**config.mk**
```make
export PLATFORM = sky130hd
export DESIGN_NAME = acc_alu_seq
export DESIGN_NICKNAME = d
export VERILOG_FILES = /design/src/rtl/acc_alu_seq_pkg.sv /design/src/rtl/acc_alu_seq_mul.sv /design/src/rtl/acc_alu_seq.sv
export SDC_FILE = /design/constraint.sdc
export NUM_CORES = 1
export LEC_CHECK = 0
export ABC_AREA = 1
export CORE_ASPECT_RATIO = 1.5
export CORE_MARGIN = 2
export CORE_UTILIZATION = 40
export CTS_CLUSTER_DIAMETER = 150
export DETAILED_ROUTE_END_ITERATION = 10
export SLEW_MARGIN = 30
export SYNTH_ARGS = -nofsm -noshare
export SYNTH_HDL_FRONTEND = slang
export SYNTH_SLANG_ARGS = --single-unit
```
**constraint.sdc**
```tcl
create_clock -name clk -period 4.5 [get_ports clk]
set_input_delay 1.35 -clock clk [delete_from_list [all_inputs] [get_ports clk]]
set_output_delay 1.35 -clock clk [all_outputs]
set_load 0.05 [all_outputs]
```
**src/rtl/acc_alu_seq_pkg.sv**
```systemverilog
// -----------------------------------------------------------------------------
// acc_alu_seq_pkg
// Shared opcode definitions for the accumulator ALU and the instruction
// decoder. `OPCODE_WIDTH is the opcode field width; the OP_* constants are the
// operation encodings, extended in place with SHL, SHR and MUL so the decoder
// and the ALU agree.
// Optional feature macro: ACC_ALU_MUL_EN (OP_MUL is only executed when set).
// -----------------------------------------------------------------------------
`ifndef OPCODE_WIDTH
`define OPCODE_WIDTH 4
`endif

package acc_alu_seq_pkg;

   localparam int unsigned OPC_W = `OPCODE_WIDTH;

   localparam logic [OPC_W-1:0] OP_ADD = OPC_W'(0);
   localparam logic [OPC_W-1:0] OP_SUB = OPC_W'(1);
   localparam logic [OPC_W-1:0] OP_LD  = OPC_W'(2);
   localparam logic [OPC_W-1:0] OP_AND = OPC_W'(3);
   localparam logic [OPC_W-1:0] OP_OR  = OPC_W'(4);
   localparam logic [OPC_W-1:0] OP_XOR = OPC_W'(5);
   localparam logic [OPC_W-1:0] OP_NOT = OPC_W'(6);
   localparam logic [OPC_W-1:0] OP_SHL = OPC_W'(7);
   localparam logic [OPC_W-1:0] OP_SHR = OPC_W'(8);
   localparam logic [OPC_W-1:0] OP_MUL = OPC_W'(9);

   // Step-counter width able to hold the value DATA_W itself.
   function automatic int unsigned step_cnt_w(input int unsigned data_w);
      return $clog2(data_w) + 1;
   endfunction

endpackage

```
**src/rtl/acc_alu_seq_mul.sv**
```systemverilog
// -----------------------------------------------------------------------------
// acc_alu_seq_mul
// Iterative shift-add multiplier, one multiplier bit per falling clock edge,
// DATA_W steps per operation.
// Ports:
//   clk, rst       clock (negedge active), async active-high reset
//   start          load operands (ignored while busy)
//   multiplicand   DATA_W operand
//   multiplier     DATA_W operand
//   busy           operation in progress (registered)
//   done           high during the last step, i.e. the coming negedge
//                  completes the product (combinational)
//   product        2*DATA_W product value as of the coming negedge; equals
//                  the final product while done is high
// -----------------------------------------------------------------------------
module acc_alu_seq_mul
   import acc_alu_seq_pkg::*;
#(
   parameter int unsigned DATA_W = 8
) (
   input  logic                  clk,
   input  logic                  rst,
   input  logic                  start,
   input  logic [DATA_W-1:0]     multiplicand,
   input  logic [DATA_W-1:0]     multiplier,
   output logic                  busy,
   output logic                  done,
   output logic [2*DATA_W-1:0]   product
);

   localparam int unsigned CNT_W = step_cnt_w(DATA_W);

   logic [2*DATA_W-1:0] mcand;
   logic [2*DATA_W-1:0] prod;
   logic [DATA_W-1:0]   mplier;
   logic [CNT_W-1:0]    cnt;

   // Exposing the next partial product lets the owner commit the result on
   // the same edge as the final step instead of one edge later.
   assign product = prod + (mplier[0] ? mcand : '0);
   assign done    = busy && (cnt == CNT_W'(1));

   always_ff @(negedge clk or posedge rst) begin
      if (rst) begin
         mcand  <= '0;
         prod   <= '0;
         mplier <= '0;
         cnt    <= '0;
         busy   <= 1'b0;
      end else if (start && !busy) begin
         mcand  <= {{DATA_W{1'b0}}, multiplicand};
         prod   <= '0;
         mplier <= multiplier;
         cnt    <= CNT_W'(DATA_W);
         busy   <= 1'b1;
      end else if (busy) begin
         prod   <= product;
         mcand  <= mcand << 1;
         mplier <= mplier >> 1;
         cnt    <= cnt - CNT_W'(1);
         if (done) begin
            busy <= 1'b0;
         end
      end
   end

endmodule

```
**src/rtl/acc_alu_seq.sv**
```systemverilog
// -----------------------------------------------------------------------------
// acc_alu_seq
// Accumulator ALU with carry and zero flags. Single-cycle ADD/SUB/LD/AND/OR/
// XOR/NOT; multi-cycle SHL/SHR (one bit per cycle) and optional MUL, with a
// busy/done handshake. All state changes on the falling edge of clk.
// Optional feature macro: ACC_ALU_MUL_EN (adds MUL state and multiplier).
// Ports:
//   clk       clock, state updates on negedge
//   rst       asynchronous active-high reset
//   alu_ce    execute strobe, sampled on negedge (ignored while busy)
//   cy_ce     ADD/SUB use cy as carry/borrow-in
//   opcode    operation select (OP_* in acc_alu_seq_pkg)
//   register  operand from register file
//   acc       accumulator (registered)
//   cy        carry/borrow/shift-out/overflow flag (registered)
//   zero      acc == 0 (combinational)
//   busy      multi-cycle op in progress (registered)
//   done      one-cycle pulse on the edge a result is written (registered)
// -----------------------------------------------------------------------------
`ifndef OPCODE_WIDTH
`define OPCODE_WIDTH 4
`endif

module acc_alu_seq
   import acc_alu_seq_pkg::*;
#(
   parameter int unsigned DATA_W   = 8,
   parameter int unsigned OPCODE_W = `OPCODE_WIDTH
) (
   input  logic                clk,
   input  logic                rst,
   input  logic                alu_ce,
   input  logic                cy_ce,
   input  logic [OPCODE_W-1:0] opcode,
   input  logic [DATA_W-1:0]   register,
   output logic [DATA_W-1:0]   acc,
   output logic                cy,
   output logic                zero,
   output logic                busy,
   output logic                done
);

   localparam int unsigned      CNT_W = step_cnt_w(DATA_W);
   localparam logic [CNT_W-1:0] MAX_N = CNT_W'(DATA_W);

   typedef enum logic [1:0] {
      IDLE,
`ifdef ACC_ALU_MUL_EN
      MUL,
`endif
      SHIFT
   } state_t;

   state_t            state, state_nxt;
   logic [DATA_W-1:0] acc_nxt;
   logic              cy_nxt, busy_nxt, done_nxt;
   logic [CNT_W-1:0]  cnt, cnt_nxt;
   logic              shl, shl_nxt;

   logic [DATA_W:0]   cin, sum, diff;
   logic [CNT_W-1:0]  reg_n, shift_n;

   assign cin     = (DATA_W+1)'(cy_ce & cy);
   assign sum     = {1'b0, acc} + {1'b0, register} + cin;
   // Top bit of the widened difference is the borrow.
   assign diff    = {1'b0, acc} - {1'b0, register} - cin;
   assign reg_n   = register[CNT_W-1:0];
   assign shift_n = (reg_n > MAX_N) ? MAX_N : reg_n;
   assign zero    = (acc == '0);

`ifdef ACC_ALU_MUL_EN
   logic                mul_start, mul_busy, mul_done;
   logic [2*DATA_W-1:0] mul_product;

   acc_alu_seq_mul #(.DATA_W(DATA_W)) u_mul (
      .clk          (clk),
      .rst          (rst),
      .start        (mul_start),
      .multiplicand (acc),
      .multiplier   (register),
      .busy         (mul_busy),
      .done         (mul_done),
      .product      (mul_product)
   );
`endif

   always_comb begin
      state_nxt = state;
      acc_nxt   = acc;
      cy_nxt    = cy;
      busy_nxt  = busy;
      done_nxt  = 1'b0;
      cnt_nxt   = cnt;
      shl_nxt   = shl;
`ifdef ACC_ALU_MUL_EN
      mul_start = 1'b0;
`endif
      case (state)
         IDLE: begin
            if (alu_ce) begin
               done_nxt = 1'b1;
               cy_nxt   = 1'b0;
               case (opcode)
                  OP_ADD: {cy_nxt, acc_nxt} = sum;
                  OP_SUB: {cy_nxt, acc_nxt} = diff;
                  OP_LD:  acc_nxt = register;
                  OP_AND: acc_nxt = acc & register;
                  OP_OR:  acc_nxt = acc | register;
                  OP_XOR: acc_nxt = acc ^ register;
                  OP_NOT: acc_nxt = ~register;
                  OP_SHL, OP_SHR: begin
                     if (shift_n != '0) begin
                        cnt_nxt   = shift_n;
                        shl_nxt   = (opcode == OP_SHL);
                        busy_nxt  = 1'b1;
                        done_nxt  = 1'b0;
                        state_nxt = SHIFT;
                     end
                  end
`ifdef ACC_ALU_MUL_EN
                  OP_MUL: begin
                     if (!mul_busy) begin
                        mul_start = 1'b1;
                        busy_nxt  = 1'b1;
                        done_nxt  = 1'b0;
                        state_nxt = MUL;
                     end
                  end
`endif
                  default: ;
               endcase
            end
         end
         SHIFT: begin
            if (shl) begin
               cy_nxt  = acc[DATA_W-1];
               acc_nxt = {acc[DATA_W-2:0], 1'b0};
            end else begin
               cy_nxt  = acc[0];
               acc_nxt = {1'b0, acc[DATA_W-1:1]};
            end
            cnt_nxt = cnt - CNT_W'(1);
            if (cnt == CNT_W'(1)) begin
               busy_nxt  = 1'b0;
               done_nxt  = 1'b1;
               state_nxt = IDLE;
            end
         end
`ifdef ACC_ALU_MUL_EN
         MUL: begin
            if (mul_done) begin
               acc_nxt   = mul_product[DATA_W-1:0];
               cy_nxt    = |mul_product[2*DATA_W-1:DATA_W];
               busy_nxt  = 1'b0;
               done_nxt  = 1'b1;
               state_nxt = IDLE;
            end
         end
`endif
         default: state_nxt = IDLE;
      endcase
   end

   always_ff @(negedge clk or posedge rst) begin
      if (rst) begin
         state <= IDLE;
         acc   <= '0;
         cy    <= 1'b0;
         busy  <= 1'b0;
         done  <= 1'b0;
         cnt   <= '0;
         shl   <= 1'b0;
      end else begin
         state <= state_nxt;
         acc   <= acc_nxt;
         cy    <= cy_nxt;
         busy  <= busy_nxt;
         done  <= done_nxt;
         cnt   <= cnt_nxt;
         shl   <= shl_nxt;
      end
   end

endmodule

```
**Word level (Yosys, flattened, before mapping)**

Cells that the tools add are included.

- Equal/unequal tests: 15
- Reduce and logical (&&, ||, !) cells: 12
- Add/sub/neg operators: 5
- $lt $le $gt $ge: 1
- Multiplexer cells: 28
- Bitwise gates (word level): 5

Operator list:

| operator | count |
|---|---|
| $pmux 8 s7 | 1 |
| $eq 4x3->1 const B | 4 |
| $mux 4 | 4 |
| $mux 8 | 2 |
| $pmux 8 s2 | 1 |
| $reduce_and 4->1 | 3 |
| $mux 1 | 10 |
| $add 8x8->9 | 1 |
| $add 9x1->9 | 1 |
| $sub 8x8->9 | 1 |
| $sub 9x1->9 | 1 |
| $and 8x8->8 | 1 |
| $eq 4x1->1 const B | 2 |
| $eq 4x2->1 const B | 2 |
| $logic_not 8->1 | 1 |
| $mux 2 | 4 |
| $ne 8x1->1 const B | 1 |
| $not 8->8 | 1 |
| $or 8x8->8 | 1 |
| $pmux 1 s2 | 4 |
| $pmux 4 s2 | 1 |
| $xor 8x8->8 | 1 |
| $ne 2x2->1 const B | 3 |
| $reduce_and 5->1 | 1 |
| 14 further kinds | 14 |

- Word-level logic and storage cells: 73
- Output and inout bits: 12
- Register bits: 18
- Input bits: 16

**Depth between registers and ports, before layout**

Gate-level depths: netlist of run 1.

- Depth in word-level cells: 7
- Mapped depth: 14
- Mapped depth without buffers: 14

==> summary.txt, run 1 <==
DRT Pass-1 Iters: 5
full die area: 6800 um2
post-synthesis sequential area ratio: 0.163
WL final: 9240 um
total global-route track usage: 0.288
share of power burned in the clock network: 0.047
grt total ovfl: 0
# IOs: 28
Final Util: 0.673
Int Pwr: 0.00144 W
Netlist Area Pre-Place: 2460 um2
WP data arrival: 3.00 ns
number of max-cap violations: 0
post-route total power: 0.00283 W
RSZ-0062 raised after global routing: true
Gate power share: 0.852
share of cells above drive strength 1: 0.405
final hold violations: 0
final-stage net count: 562
area delta synth->final: 65.4%
total number of vias: 3073
Row Count: 35
failing checks: negative setup slack
ranking of synthesized cells by area: dfrtn_1 16%, ha_1 16%, nand2_1 16%
# H-tree levels: 1
Setup crit end kind: flop
GP Congestion: 0.921
Non-Filler Instances: 583
root buf cell: clkbuf_8
die width: 68.0 um
Filler Cells Inserted: 501
commonest non-fill, non-tap cell in the layout: nand2_1
first-pass GRT wire length: 14700 um
Die Height: 100 um
DR iter-0 viols: 206
startpoint class of the critical path: input pin
syn_nets: 444
Worst-path clk slew: 0.05 ns
Post-CTS Hold Buffers: 0
hold crit path type: flop to flop
result of the run: complete, but fails checks
Bufs on Longest Clock Path: 2
Syn Inst Count: 392
n_diodes: 0
clock sinks: 16
clock latency on the worst-skew pair: 0.27 ns
final slew viol count: 0
core area: 6040 um2
CTS buffer count: 3
FF+latch count, synth: 16
Worst-Margin Slew: 0.520 ns
Post-Syn Area per Cell: 6.27 um2
Worst VDD drop: 0.000530 V
Setup TNS: -5.67 ns
hold_ws: 0.486 ns
DP Cell Count: 559
maximum net fanout on the critical path: 3
clk_skew: 0.00498 ns
antenna violations before repair: 0
Rel. slew slack: 0.653
switching part of the total: 0.492
Leak: 2.04 nW
Initial Util: 0.407
ANT nets after route: 0
most frequent cells in the layout: 91 x nand2_1, 76 x buf_4, 38 x inv_1, 34 x nor2_1, 30 x nand3_1
Setup violations, final: 23
Port Buffers: 27
hpwl dp: 6890 um
largest net degree at the start of global routing: 18
Via density: 5.27
final setup margin: -0.625 ns
Synth top area share: 0.163
vias in the first global route: 3087
post-synth top area cell: dfrtn_1
Worst Path Required: 2.38 ns
power per cell area: 697 nW/um2
NetSw: 0.00139 W
WS Path Type: input pin to flop
CTS tree: done
Synth cell types: 35
Yosys Warn Count: 0
drt drc: 0
WL/cell: 15.8 um
Reg power frac: 0.101
==> critical path, stage by stage <==
cell and delay, ns:
buf_8 0.09, inv_4 0.03, fa_1 0.56, inv_2 0.06, ha_4 0.16, o211ai_1 0.29, nand3b_1 0.14, nand3_2 0.12
nand3_2 0.07, nand2_2 0.07, a21oi_2 0.06
==> power by group through the flow <==
stage,combinational [W],sequential (W),clock [W]
after detailed placement,0.00194,0.000275,0
after CTS,0.00228,0.000282,0.000137
after global routing,0.00261,0.000293,0.000141
after global placement,0.00193,0.000273,0
after floorplan,0.000955,0.000467,0
final,0.00241,0.000286,0.000133
==> synthesized netlist by cell type <==
master,instances
nand3_1,38
nor3_1,3
or2_1,1
nor2_1,38
o2111ai_1,2
o22ai_1,2
fa_1,4
xor2_1,2
o21a_1,1
dfrtn_1,16
a31o_2,1
o21ai_2,2
buf_2,3
clkinv_4,1
a22oi_1,1
o221ai_1,1
nor2_4,3
o21ai_0,19
nand4_1,9
xnor2_1,3
or2_2,1
nand3b_1,4
o211ai_1,4
o21bai_1,2
inv_1,60
a31oi_1,1
inv_2,4
buf_6,1
nand2_2,3
ha_1,32
nor3_4,1
clkbuf_1,2
nand2_1,102
nor2_2,1
a21oi_1,24
==> cell families (layout without fill, tap and decap cells) <==
kind of cell,Yosys count,after routing,synth area share
compound gates,60,60,0.141
xor+xnor,5,5,0.0178
fa+ha+maj,36,36,0.195
buf+inv,71,188,0.115
flops,16,16,0.163
simple gates,204,204,0.368
==> sequential cells by signal, summed over array words and instances (netlist names) <==
signal,count
cy,1
done,1
acc,8
shl,1
busy,1
cnt,4
==> repair_timing <==
item	in CTS	in global routing
setup endpoints to repair	26	26
buffers inserted	7	13
resized for setup	107	33
pin swaps	33	17
==> metal layers <==
layer / wire length, um / GRT usage / vias up / part of all wire
li1: - / - / 1508 / -
met1: 3590 / 0.334 / 1440 / 0.39
met2: 4960 / 0.524 / 95 / 0.54
met3: 331 / 0.0235 / 30 / 0.036
met4: 351 / 0.120 / 0 / 0.038
met5: 0 / 0 / - / 0
==> area by class of cell <==
class                      count  area (um2)  area share
inverter                      65         254      0.0625
multi-input combinational    305        2140       0.525
tap                           74        92.6      0.0228
sequential                    16         400      0.0985
clock buffer                   4        55.1      0.0135
timing repair buffer         119        1130       0.278
==> worst paths after layout <==
path,start,to,slack [ns],cells past startpoint
max in group asynchronous,rst,cnt[1]$_DFFE_NP0P_,0.74,3
min in group asynchronous,rst,acc[3]$_DFFE_NP0P_,3.53,3
max,register[0],acc[5]$_DFFE_NP0P_,-0.63,11
max reg2reg,cy$_DFFE_NP0P_,acc[5]$_DFFE_NP0P_,2.14,10
min reg2reg,cnt[3]$_DFFE_NP0P_,cnt[3]$_DFFE_NP0P_,0.49,1
min,cnt[3]$_DFFE_NP0P_,cnt[3]$_DFFE_NP0P_,0.49,1
==> per-stage QoR <==
| step | worst slack [ns] | instance area, um2 |
|---|---|---|
| after floorplan | -0.693 | 2500 |
| after global placement | -1.41 | 3490 |
| after detailed placement | -1.46 | 3490 |
| after CTS | -0.585 | 3900 |
| after global routing | -0.678 | 4070 |
| final | -0.625 | 4070 |
Note: power is estimated with default switching activity, not from simulation.
==> run 2, diff against run 1 <==
--- a/config.mk
+++ b/config.mk
@@ -6,11 +6,14 @@
 export NUM_CORES = 1
 export LEC_CHECK = 0
 export ABC_AREA = 1
+export CELL_PAD_IN_SITES_DETAIL_PLACEMENT = 0
+export CELL_PAD_IN_SITES_GLOBAL_PLACEMENT = 1
 export CORE_ASPECT_RATIO = 1.5
 export CORE_MARGIN = 2
 export CORE_UTILIZATION = 40
 export CTS_CLUSTER_DIAMETER = 150
 export DETAILED_ROUTE_END_ITERATION = 10
+export PLACE_DENSITY_LB_ADDON = 0.1
 export SLEW_MARGIN = 30
 export SYNTH_ARGS = -nofsm -noshare
 export SYNTH_HDL_FRONTEND = slang
==> run 2 against run 1 <==
Compared with the run above: the run still ends with negative setup slack left; cell count rose by 0.34%; critical endpoint is now acc[7]$_DFFE_NP0P_; sequential share of layout area shrank 0.32 points; clock skew shrank 0.0041 ns; highest routed layer unchanged; count of clock-buffer cells in the layout did not move; first-iteration DRC count is 27% lower; routed wire length grew 2.5%; largest cell class unchanged; via count decreased by 0.36%; worst hold slack got worse by 0.0098 ns.
==> summary.txt, run 2 (same netlist as run 1, synthesis figures left out) <==
startpoint class of the critical path: input pin
n_diodes: 0
DR iter-0 viols: 151
total number of vias: 3062
die width: 68.0 um
full die area: 6800 um2
power per cell area: 691 nW/um2
max reg flops: 8
dpl ws: -1.50 ns
vias in the first global route: 3113
share of power burned in the clock network: 0.046
clock latency on the worst-skew pair: 0.27 ns
root buf cell: clkbuf_8
final slew viol count: 0
total global-route track usage: 0.296
Die Height: 100 um
Port Buffers: 27
grt total ovfl: 0
Rel. slew slack: 0.601
Row Count: 35
ANT nets after route: 0
number of max-cap violations: 0
Area after DPL: 3570 um2
commonest non-fill, non-tap cell in the layout: nand2_1
CTS tree: done
Setup violations, final: 20
area delta synth->final: 70.9%
Via density: 5.23
Setup crit end kind: flop
final setup margin: -0.568 ns
final-stage net count: 564
WL/cell: 16.2 um
failing checks: negative setup slack
Leak: 2.08 nW
WP data arrival: 2.93 ns
Int Pwr: 0.00146 W
Worst-Margin Slew: 0.598 ns
hpwl dp: 7220 um
Worst Path Required: 2.37 ns
Initial Util: 0.407
largest net degree at the start of global routing: 18
result of the run: complete, but fails checks
Setup TNS: -5.27 ns
drt drc: 0
WS Path Type: input pin to flop
most frequent cells in the layout: 90 x nand2_1, 76 x buf_4, 40 x inv_1, 31 x nor2_1, 27 x nand3_1
Filler Cells Inserted: 521
WL final: 9470 um
share of cells above drive strength 1: 0.425
# IOs: 28
Worst VDD drop: 0.000511 V
clk_skew: 0.000914 ns
GP Congestion: 0.870
most flop-heavy register: acc
first-pass GRT wire length: 15100 um
Top Registers: acc x8, cnt x4
Gate power share: 0.856
DRT Pass-1 Iters: 4
Post-CTS Hold Buffers: 0
Reg power frac: 0.098
# H-tree levels: 1
clock sinks: 16
CTS buffer count: 3
final hold violations: 0
core area: 6040 um2
Worst-path clk slew: 0.05 ns
Bufs on Longest Clock Path: 2
NetSw: 0.00144 W
RSZ-0062 raised after global routing: true
antenna violations before repair: 0
switching part of the total: 0.496
hold crit path type: flop to flop
maximum net fanout on the critical path: 3
Design Area, Final: 4200 um2
post-route total power: 0.00290 W
## run 2: cell count changes in the layout (fill, tap and decap cells not counted), sizes merged
| cell | previous run | this run |
|---|---|---|
| buf | 109 | 115 |
| dlygate4sd2 | 3 | 4 |
| clkbuf | 7 | 4 |
| clkdlybuf4s15 | 2 | 0 |
## run 2: layer usage
| layer | global-route usage | wire [um] | up-vias |
|---|---|---|---|
| met5 | 0 | 0 | - |
| met4 | 0.135 | 404 | 0 |
| met2 | 0.509 | 4860 | 80 |
| met3 | 0.0247 | 368 | 27 |
| li1 | - | - | 1509 |
| met1 | 0.363 | 3840 | 1446 |
## run 2: final cells by class
cell class              instances  area [um2]  area share
clock buffers                   4        55.1      0.0131
repair buffers                121        1180       0.281
flip-flops and latches         16         400      0.0953
well taps                      74        92.6      0.0220
multi-input cells             305        2210       0.527
inverters                      65         259      0.0616
## run 2: worst max-delay path: stages
cell and delay, ns:
buf_8 0.08, inv_4 0.03, fa_2 0.59, inv_2 0.05, ha_4 0.16, o21ai_4 0.13
nand2_2 0.08, nand2_2 0.08, nand3_1 0.06, nand3_1 0.08, nand2_2 0.09, nand3_4 0.07
a21oi_2 0.06
## run 2: stage by stage
stage	hold WS (ns)	utilization	cells
5_1_grt	0.488	0.695	585
2_1_floorplan	0.428	-	392
3_3_place_gp	0.453	0.590	564
6_report	0.476	0.695	585
4_1_cts	0.480	0.677	579
3_5_place_dp	0.454	0.590	564
## run 2: final timing paths
check | startpoint | end | slack (ns) | depth (start not counted)
worst min-delay path | cnt[3]$_DFFE_NP0P_ | cnt[3]$_DFFE_NP0P_ | 0.48 | 1
worst max-delay path | register[0] | acc[7]$_DFFE_NP0P_ | -0.57 | 13
worst max register to register | cy$_DFFE_NP0P_ | acc[7]$_DFFE_NP0P_ | 2.21 | 13
min in group asynchronous | rst | acc[3]$_DFFE_NP0P_ | 3.53 | 3
worst min register to register | cnt[3]$_DFFE_NP0P_ | cnt[3]$_DFFE_NP0P_ | 0.48 | 1
max in group asynchronous | rst | cy$_DFFE_NP0P_ | 0.73 | 3
## run 2: power by group through the flow
stage	Clock [W]	Combinational, W	Sequential (W)
final	0.000133	0.00249	0.000285
after global placement	0	0.00196	0.000273
after floorplan	0	0.000955	0.000467
after global routing	0.000140	0.00269	0.000292
after CTS	0.000138	0.00231	0.000281
after detailed placement	0	0.00197	0.000274
## run 2: timing repair
| action | in CTS | in global routing |
|---|---|---|
| endpoints found under the setup margin | 25 | 24 |
| resized for setup | 136 | 30 |
| hold endpoints to repair | 0 | 0 |
| pin swaps | 38 | 24 |
| setup buffers | 12 | 11 |
